==> src/rtl/hsst_pkg.sv <==
// hsst_pkg: shared K-word constants, txk flags and FSM states for the HSST transmit framer
package hsst_pkg;
  localparam logic [7:0]  K28_5     = 8'hBC;
  localparam logic [7:0]  SOF_MARK  = 8'h01;
  localparam logic [31:0] IDLE_WORD = 32'hFF5555BC;
  localparam logic [31:0] EOF_WORD  = 32'hFF0002BC;
  localparam logic [3:0]  TXK_CTRL  = 4'b0001;
  localparam logic [3:0]  TXK_DATA  = 4'b0000;
  typedef enum logic [2:0] {ST_IDLE, ST_SOF, ST_DATA, ST_CSUM, ST_EOF, ST_GAP} state_t;
  function automatic logic [31:0] sof_word(input logic [7:0] seq, input logic [7:0] ch);
    return {seq, ch, SOF_MARK, K28_5};
  endfunction
endpackage

==> src/rtl/hsst_word_fifo.sv <==
// hsst_word_fifo: synchronous first-word-fall-through FIFO of 32-bit lane words, depth 2**AW
module hsst_word_fifo #(
  parameter int AW = 7
) (
  input  logic          clk_i,
  input  logic          rst_n_i,
  input  logic          push_i,
  input  logic [31:0]   data_i,
  input  logic          pop_i,
  output logic [31:0]   data_o,
  output logic [AW:0]   level_o,
  output logic          full_o,
  output logic          empty_o
);
  logic [31:0]   mem_q [2**AW];
  logic [AW-1:0] wr_q, rd_q;
  logic [AW:0]   level_q;
  logic          do_push, do_pop;
  assign do_push = push_i && !full_o;
  assign do_pop  = pop_i && !empty_o;
  assign full_o  = level_q[AW];
  assign empty_o = (level_q == '0);
  assign level_o = level_q;
  assign data_o  = mem_q[rd_q];
  // storage carries no reset; the pointers alone define what is valid
  always_ff @(posedge clk_i)
    if (do_push) mem_q[wr_q] <= data_i;
  // pointers and occupancy; a simultaneous push and pop leaves the level unchanged
  always_ff @(posedge clk_i or negedge rst_n_i)
    if (!rst_n_i) begin
      wr_q    <= '0;
      rd_q    <= '0;
      level_q <= '0;
    end else begin
      if (do_push) wr_q <= wr_q + 1'b1;
      if (do_pop) rd_q <= rd_q + 1'b1;
      level_q <= level_q + {{AW{1'b0}}, do_push} - {{AW{1'b0}}, do_pop};
    end
endmodule

==> src/rtl/hsst_frame_tx.sv <==
// hsst_frame_tx: byte packer, word FIFO and frame FSM for one HSST TX lane (HSST_TX_CHKSUM_EN adds a checksum word)
module hsst_frame_tx
  import hsst_pkg::*;
#(
  parameter int         FRAME_WORDS = 64,
  parameter int         FIFO_AW     = 7,
  parameter logic [7:0] CH_ID       = 8'h00,
  parameter int         IDLE_GAP    = 1
) (
  input  logic               tx_clk,
  input  logic               rst_n,
  input  logic               s_valid,
  output logic               s_ready,
  input  logic [7:0]         s_data,
  input  logic               lane_rdy,
  output logic [31:0]        hsst_txd,
  output logic [3:0]         hsst_txk,
  output logic               frame_done,
  output logic [FIFO_AW:0]   fifo_level,
  output logic               ovf
);
  localparam int GAP_W = $clog2(IDLE_GAP + 1);
  localparam logic [FIFO_AW:0] FW_L = (FIFO_AW + 1)'(FRAME_WORDS);
  localparam logic [GAP_W-1:0] GAP_LAST = GAP_W'(IDLE_GAP - 1);
  logic [1:0]       bcnt_q;
  logic [23:0]      part_q;
  logic             ovf_q, accept, push, pop, full, empty, start;
  logic [31:0]      fifo_dout;
  state_t           state_q, state_d;
  logic [FIFO_AW:0] cnt_q, cnt_d;
  logic [GAP_W-1:0] gap_q, gap_d;
  logic [7:0]       seq_q, seq_d;
  logic [31:0]      txd_q, txd_d;
  logic [3:0]       txk_q, txk_d;
  logic             done_q, done_d;
`ifdef HSST_TX_CHKSUM_EN
  logic [31:0]      csum_q, csum_d;
`endif
  assign s_ready    = rst_n && !full;
  assign accept     = s_valid && s_ready;
  assign push       = accept && (bcnt_q == 2'd3);
  assign start      = lane_rdy && (fifo_level >= FW_L);
  assign ovf        = ovf_q;
  assign hsst_txd   = txd_q;
  assign hsst_txk   = txk_q;
  assign frame_done = done_q;
  hsst_word_fifo #(.AW(FIFO_AW)) u_fifo (
    .clk_i   (tx_clk),
    .rst_n_i (rst_n),
    .push_i  (push),
    .data_i  ({s_data, part_q}),
    .pop_i   (pop && !empty),
    .data_o  (fifo_dout),
    .level_o (fifo_level),
    .full_o  (full),
    .empty_o (empty)
  );
  // byte packer: bytes shift in from the top so the first byte ends up in [7:0]; sticky overflow flag
  always_ff @(posedge tx_clk or negedge rst_n)
    if (!rst_n) begin
      bcnt_q <= '0;
      part_q <= '0;
      ovf_q  <= 1'b0;
    end else begin
      if (accept) begin
        bcnt_q <= bcnt_q + 1'b1;
        part_q <= {s_data, part_q[23:8]};
      end
      ovf_q <= ovf_q | (s_valid & ~s_ready);
    end
  // frame sequencing; the bus word is chosen for the state being entered, so it lands with that state
  always_comb begin
    state_d = state_q;
    cnt_d   = cnt_q;
    gap_d   = gap_q;
    seq_d   = seq_q;
    pop     = 1'b0;
    txd_d   = IDLE_WORD;
    txk_d   = TXK_CTRL;
    done_d  = 1'b0;
`ifdef HSST_TX_CHKSUM_EN
    csum_d  = csum_q;
`endif
    case (state_q)
      ST_IDLE: state_d = start ? ST_SOF : ST_IDLE;
      ST_SOF:  state_d = ST_DATA;
`ifdef HSST_TX_CHKSUM_EN
      ST_DATA: state_d = (cnt_q == FW_L) ? ST_CSUM : ST_DATA;
      ST_CSUM: state_d = ST_EOF;
`else
      ST_DATA: state_d = (cnt_q == FW_L) ? ST_EOF : ST_DATA;
`endif
      ST_EOF:  state_d = ST_GAP;
      ST_GAP:  state_d = (gap_q != GAP_LAST) ? ST_GAP : start ? ST_SOF : ST_IDLE;
      default: state_d = ST_IDLE;
    endcase
    case (state_d)
      ST_SOF: begin
        txd_d  = sof_word(seq_q, CH_ID);
        cnt_d  = '0;
`ifdef HSST_TX_CHKSUM_EN
        csum_d = '0;
`endif
      end
      ST_DATA: begin
        pop    = 1'b1;
        txd_d  = fifo_dout;
        txk_d  = TXK_DATA;
        cnt_d  = cnt_q + 1'b1;
`ifdef HSST_TX_CHKSUM_EN
        csum_d = csum_q + fifo_dout;
`endif
      end
`ifdef HSST_TX_CHKSUM_EN
      ST_CSUM: begin
        txd_d = csum_q;
        txk_d = TXK_DATA;
      end
`endif
      ST_EOF: begin
        txd_d  = EOF_WORD;
        done_d = 1'b1;
        seq_d  = seq_q + 1'b1;
      end
      ST_GAP:  gap_d = (state_q == ST_GAP) ? gap_q + 1'b1 : '0;
      default: ;
    endcase
  end
  // FSM state and registered lane outputs
  always_ff @(posedge tx_clk or negedge rst_n)
    if (!rst_n) begin
      state_q <= ST_IDLE;
      cnt_q   <= '0;
      gap_q   <= '0;
      seq_q   <= '0;
      txd_q   <= '0;
      txk_q   <= '0;
      done_q  <= 1'b0;
`ifdef HSST_TX_CHKSUM_EN
      csum_q  <= '0;
`endif
    end else begin
      state_q <= state_d;
      cnt_q   <= cnt_d;
      gap_q   <= gap_d;
      seq_q   <= seq_d;
      txd_q   <= txd_d;
      txk_q   <= txk_d;
      done_q  <= done_d;
`ifdef HSST_TX_CHKSUM_EN
      csum_q  <= csum_d;
`endif
    end
endmodule

==> config.mk <==
export PLATFORM = sky130hd
export DESIGN_NAME = hsst_frame_tx
export DESIGN_NICKNAME = d
export VERILOG_FILES = /design/src/rtl/hsst_pkg.sv /design/src/rtl/hsst_word_fifo.sv /design/src/rtl/hsst_frame_tx.sv
export SDC_FILE = /design/constraint.sdc
export NUM_CORES = 2
export LEC_CHECK = 0
export BUFFER_PORTS_ARGS = -buffer_cell sky130_fd_sc_hd__buf_2
export CAP_MARGIN = 15
export CORE_ASPECT_RATIO = 0.7
export CORE_MARGIN = 5
export CORE_UTILIZATION = 63
export DETAILED_ROUTE_END_ITERATION = 7
export GPL_ROUTABILITY_DRIVEN = 0
export GPL_TIMING_DRIVEN = 0
export MAX_ROUTING_LAYER = met4
export PLACE_DENSITY = 0.89
export SETUP_SLACK_MARGIN = 0.5
export SLEW_MARGIN = 20
export SYNTH_ARGS = -nofsm -noshare
export SYNTH_HDL_FRONTEND = slang
export SYNTH_HIERARCHICAL = 1
export SYNTH_SLANG_ARGS = --single-unit
export TNS_END_PERCENT = 5
==> constraint.sdc <==
create_clock -name tx_clk -period 5.94 [get_ports tx_clk]
set_input_delay 0.594 -clock tx_clk [delete_from_list [all_inputs] [get_ports tx_clk]]
set_output_delay 0.594 -clock tx_clk [all_outputs]
set_load 0.05 [all_outputs]
==> impl_metrics.env, run 1 <==
export IMPL_cts_sinks=4199
export IMPL_synthesis_instances=7388
export IMPL_yosys_register_bits=4199
export IMPL_synth_common_cells="edfxtp_1 (4,096), mux4_2 (818), mux2i_1 (521)"
export IMPL_cts_made_buffers=369
export IMPL_failing_step="5_1_grt"
export IMPL_yosys_warnings=6
export IMPL_die_x_um=614.1
export IMPL_io_buffers=55
export IMPL_tool_error="[ERROR GRT-0232] Routing congestion too high. Check the congestion heatmap in the GUI."
export IMPL_dpl_cell_area_um2=173600
export IMPL_dp_cells=11110
export IMPL_dp_slack_ns=-0.01762
export IMPL_synth_edf_count=4096
export IMPL_post_cts_buffers=0
export IMPL_synth_area_leaders="edfxtp_1 (76%), mux4_2 (11%), mux2i_1 (3.2%), dfrtp_1 (1.6%), a22oi_1 (1.2%)"
export IMPL_status="aborted with a tool error"
export IMPL_yosys_area_top_type="edfxtp_1"
export IMPL_synth_area_per_cell_um2=21.79
export IMPL_hpwl_um=448100
export IMPL_overflow=130
export IMPL_yosysMostFrequentCell="edfxtp_1"
export IMPL_clk_path_buf_depth=4
export IMPL_fp_dieH_um=432.9
export IMPL_synth_yosys_seq_area_share_pct=78.02
export IMPL_grt_util_all_layers_pct=71.15
export IMPL_cts_root_buf="clkbuf_16"
export IMPL_syn_area_um2=161000
export IMPL_postSynth_asyncResetShare_pct=2.453
export IMPL_grt_max_degree=113
export IMPL_h_tree_depth=5
export IMPL_synthFlopType="edfxtp_1"
export IMPL_synthDistinctLibCells=71
export IMPL_fp_row_count=155
export IMPL_synth_top_area_share_pct=76.42
export IMPL_pin_count=59
export IMPL_start_util_pct=63.21
==> cells by family after synthesis <==
family                   after synthesis  synth area share (%)
flip-flops                          4199                 78.02
multiplexers                        1374                 14.93
AO/OA/AOI/OAI                        833                 3.753
AND/OR/NAND/NOR                      487                 1.418
buffers and inverters                450                 1.594
XOR/XNOR                              26                0.1415
adder cells (fa/ha/maj)               18                0.1446
other                                  1              0.002330
==> layer usage <==
metal  GRT usage [%]  overflow
met4           64.04        39
met3           66.24        23
met2           79.19        47
met1           70.25        21
met5               -         -
==> through the flow <==
| step | setup TNS [ns] | utilization (%) | hold slack [ns] |
|---|---|---|---|
| after floorplan | 0 | - | 0.2984 |
| after global placement | - | 64.98 | 0.4482 |
| after CTS | 0 | 72.98 | 0.02468 |
| after detailed placement | -0.2122 | 68.19 | 0.4740 |
==> timing repair <==
item	in CTS
gates cloned	0
resized for setup	4
endpoints found under the hold margin	66
hold buffers	7
setup endpoints to repair	6
==> run 2: changes to the inputs <==
--- a/config.mk
+++ b/config.mk
@@ -7,15 +7,12 @@
 export LEC_CHECK = 0
 export BUFFER_PORTS_ARGS = -buffer_cell sky130_fd_sc_hd__buf_2
 export CAP_MARGIN = 15
-export CORE_ASPECT_RATIO = 0.7
 export CORE_MARGIN = 5
-export CORE_UTILIZATION = 63
+export CORE_UTILIZATION = 40
 export DETAILED_ROUTE_END_ITERATION = 7
 export GPL_ROUTABILITY_DRIVEN = 0
 export GPL_TIMING_DRIVEN = 0
-export MAX_ROUTING_LAYER = met4
-export PLACE_DENSITY = 0.89
-export SETUP_SLACK_MARGIN = 0.5
+export PLACE_DENSITY_LB_ADDON = 0.15
 export SLEW_MARGIN = 20
 export SYNTH_ARGS = -nofsm -noshare
 export SYNTH_HDL_FRONTEND = slang
==> run 2 against run 1 <==
The flow now finishes, with violations (max-capacitance violations, negative setup slack). Area after synthesis unchanged. Synthesized cell count unchanged.
==> impl_metrics.env, run 2 <==
export IMPL_yosys_area_top_type="edfxtp_1"
export IMPL_overflow=0
export IMPL_cp_slowest_cell="a211oi_1"
export IMPL_drtIter0Drc=17120
export IMPL_antenna_found_initial=80
export IMPL_antenna_left=0
export IMPL_cts_root_buf="clkbuf_16"
export IMPL_yosysMostFrequentCell="edfxtp_1"
export IMPL_vias_per_cell=6.564
export IMPL_fmax_mhz=158.4
export IMPL_cts_made_buffers=437
export IMPL_largest_reg_flops=4096
export IMPL_grt_pass1_vias=84840
export IMPL_final_hold_violation_count=0
export IMPL_fp_dieH_um=644.4
export IMPL_ir_worst_vdd_v=0.0003791
export IMPL_synthDistinctLibCells=71
export IMPL_end_kind="flop"
export IMPL_crit_family="buffers and inverters"
export IMPL_h_tree_depth=5
export IMPL_grt_max_degree=90
export IMPL_power_leakage_nw=61.45
export IMPL_syn_area_um2=161000
export IMPL_core_area_um2=401700
export IMPL_setup_violations_final=3
export IMPL_synthesis_instances=7388
export IMPL_area_delta_synth_final_pct=19.50
export IMPL_fin_ws_ns=-0.3732
export IMPL_grt_util_all_layers_pct=31.42
export IMPL_cts_sinks=4199
export IMPL_yosys_warnings=6
export IMPL_clk_path_buf_depth=4
export IMPL_cp_cell_sequence="buf_2 -> buf_2 -> clkbuf_1 -> buf_2 -> mux4_2 -> a22oi_1 -> a21oi_1 -> a211oi_1 -> a21oi_1 -> o21ai_0 -> nand3_1"
export IMPL_crit_path_max_fanout=10
export IMPL_pin_count=59
export IMPL_firstDrtPassIters=6
export IMPL_fill_cells=32530
export IMPL_vias=91830
export IMPL_max_slew_worst_pin_slew_ns=1.482
export IMPL_drv_slew=0
export IMPL_synth_edf_count=4096
export IMPL_multiInputGateArea_um2=33970
export IMPL_postSynth_asyncResetShare_pct=2.453
export IMPL_dieArea_um2=415200
export IMPL_finalCritPeriodShare_pct=106.3
export IMPL_synthFlopType="edfxtp_1"
export IMPL_final_min_clock_period_ns=6.313
export IMPL_grt_pass1_wl_um=853900
export IMPL_hpwl_um=469900
export IMPL_final_common_cell="edfxtp_1"
export IMPL_synth_top_area_share_pct=76.42
export IMPL_io_buffers=55
export IMPL_start_util_pct=40.07
export IMPL_nNetsFinal=8306
export IMPL_arrival_ns=6.99
export IMPL_grt_setup_unrepaired="yes"
export IMPL_synth_area_per_cell_um2=21.79
export IMPL_synth_yosys_seq_area_share_pct=78.02
export IMPL_slowest_delay_ns=1.03
export IMPL_synth_common_cells="edfxtp_1 (4,096), mux4_2 (818), mux2i_1 (521)"
export IMPL_routed_wl_um=664900
export IMPL_yosys_register_bits=4199
export IMPL_remaining_drc_errors=0
export IMPL_timing_slew_headroom_pct=0.5966
export IMPL_power_w=0.09890
export IMPL_layout_common_cells="edfxtp_1 (4,096), mux4_2 (818), mux2i_1 (520), clkbuf_16 (439), a22oi_1 (268)"
export IMPL_critical_path_class="reg2reg"
export IMPL_synth_area_leaders="edfxtp_1 (76%), mux4_2 (11%), mux2i_1 (3.2%), dfrtp_1 (1.6%), a22oi_1 (1.2%)"
export IMPL_fin_skew_ns=0.08929
export IMPL_hold_class="in2reg"
export IMPL_crit_required_ns=6.61
export IMPL_maxCapViolations=1
export IMPL_cp_common_cell="buf_2"
export IMPL_largest_register="u_fifo/mem_q"
export IMPL_post_cts_buffers=0
export IMPL_cp_start_kind="flop"
export IMPL_cp_num_buf_inv=4
export IMPL_regArea_um2=125700
export IMPL_wire_per_inst_um=47.53
export IMPL_dp_slack_ns=-0.09019
export IMPL_fp_row_count=233
export IMPL_failed_checks="max-capacitance violations, negative setup slack"
export IMPL_clock_latency_ns=1.05
export IMPL_die_x_um=644.4
export IMPL_power_density_nw_per_um2=514.1
export IMPL_final_layout_size_suffix_gt1_share_pct=28.15
export IMPL_path_clk_slew_ns=0.06
export IMPL_status="complete, but fails checks"
export IMPL_cts_tree="yes"
==> run 2: layout make-up <==
class                           instances  share of cell area [%]
Sequential cell                      4199                   65.33
Multi-Input combinational cell       2741                   17.66
Clock buffer                          552                   5.999
Timing Repair Buffer                  448                   4.685
Tap cell                             5287                   3.439
Clock inverter                        264                   1.443
Buffer                                428                   1.335
Antenna cell                           49                 0.06375
Inverter                               21                 0.04228
==> run 2: final timing paths <==
path	startpoint	endpoint	slack, ns	cells past startpoint
worst min register to register	seq_q[7]$_DFFE_PN0P_	seq_q[7]$_DFFE_PN0P_	0.47	1
min in group asynchronous	rst_n	hsst_txd[25]$_DFF_PN0_	0.15	2
worst max register to register	u_fifo/rd_q[1]$_DFFE_PN0P_	hsst_txd[10]$_DFF_PN0_	-0.37	11
worst min-delay path	s_data[5]	u_fifo/mem_q[42][29]$_DFFE_PP_	0.04	1
worst max-delay path	u_fifo/rd_q[1]$_DFFE_PN0P_	hsst_txd[10]$_DFF_PN0_	-0.37	11
max in group asynchronous	rst_n	hsst_txd[2]$_DFF_PN0_	4.96	3
==> run 2: cells by family after synthesis <==
logic type                 after synthesis  share of synthesized area, %
other                                    1                      0.002330
and+or+nand+nor                        487                         1.418
muxes                                 1374                         14.93
xor gates and xnor gates                26                        0.1415
adders and majority gates               18                        0.1446
DFF                                   4199                         78.02
buffers and inverters                  450                         1.594
AOI/OAI and AO/OA                      833                         3.753
==> run 2: power breakdown <==
group | internal [W] | total, W | switching (W)
combinational | 0.0101 | 0.0341 | 0.0241
sequential | 0.0360 | 0.0371 | 0.00103
clock | 0.0157 | 0.0277 | 0.0120
total | 0.0618 | 0.0989 | 0.0371
==> run 2: stage by stage <==
| stage | instances | TNS, ns | area [um^2] | hold slack [ns] | utilization [%] |
|---|---|---|---|---|---|
| final | 13990 | -0.5992 | 192400 | 0.04223 | 47.88 |
| after global placement | 12730 | - | 167900 | 0.4485 | 41.78 |
| after global routing | 13960 | -0.01809 | 192300 | 0.04790 | 47.86 |
| after CTS | 13930 | 0 | 192100 | 0.01612 | 47.81 |
| after detailed placement | 13110 | -0.09019 | 177700 | 0.4647 | 44.24 |
| after floorplan | 7390 | 0 | 161000 | 0.2984 | - |
==> run 2: layer usage <==
metal / GRT usage (%) / share of wire [%] / routed length [um] / vias to the layer above
met5: 0 / 0.024 / 162 / -
met4: 18.45 / 7.3 / 48500 / 22
met3: 12.23 / 14 / 93840 / 1513
met2: 44.70 / 43 / 283500 / 7476
met1: 40.92 / 36 / 238900 / 49670
li1: - / - / - / 33140
==> run 2: what timing repair did <==
action,4_1_cts,5_1_grt
endpoints found under the setup margin,1,5
pin swaps,0,1
hold endpoints to repair,95,0
hold buffers,6,0
gates resized for setup,0,6
(Power assumes the default switching activity.)
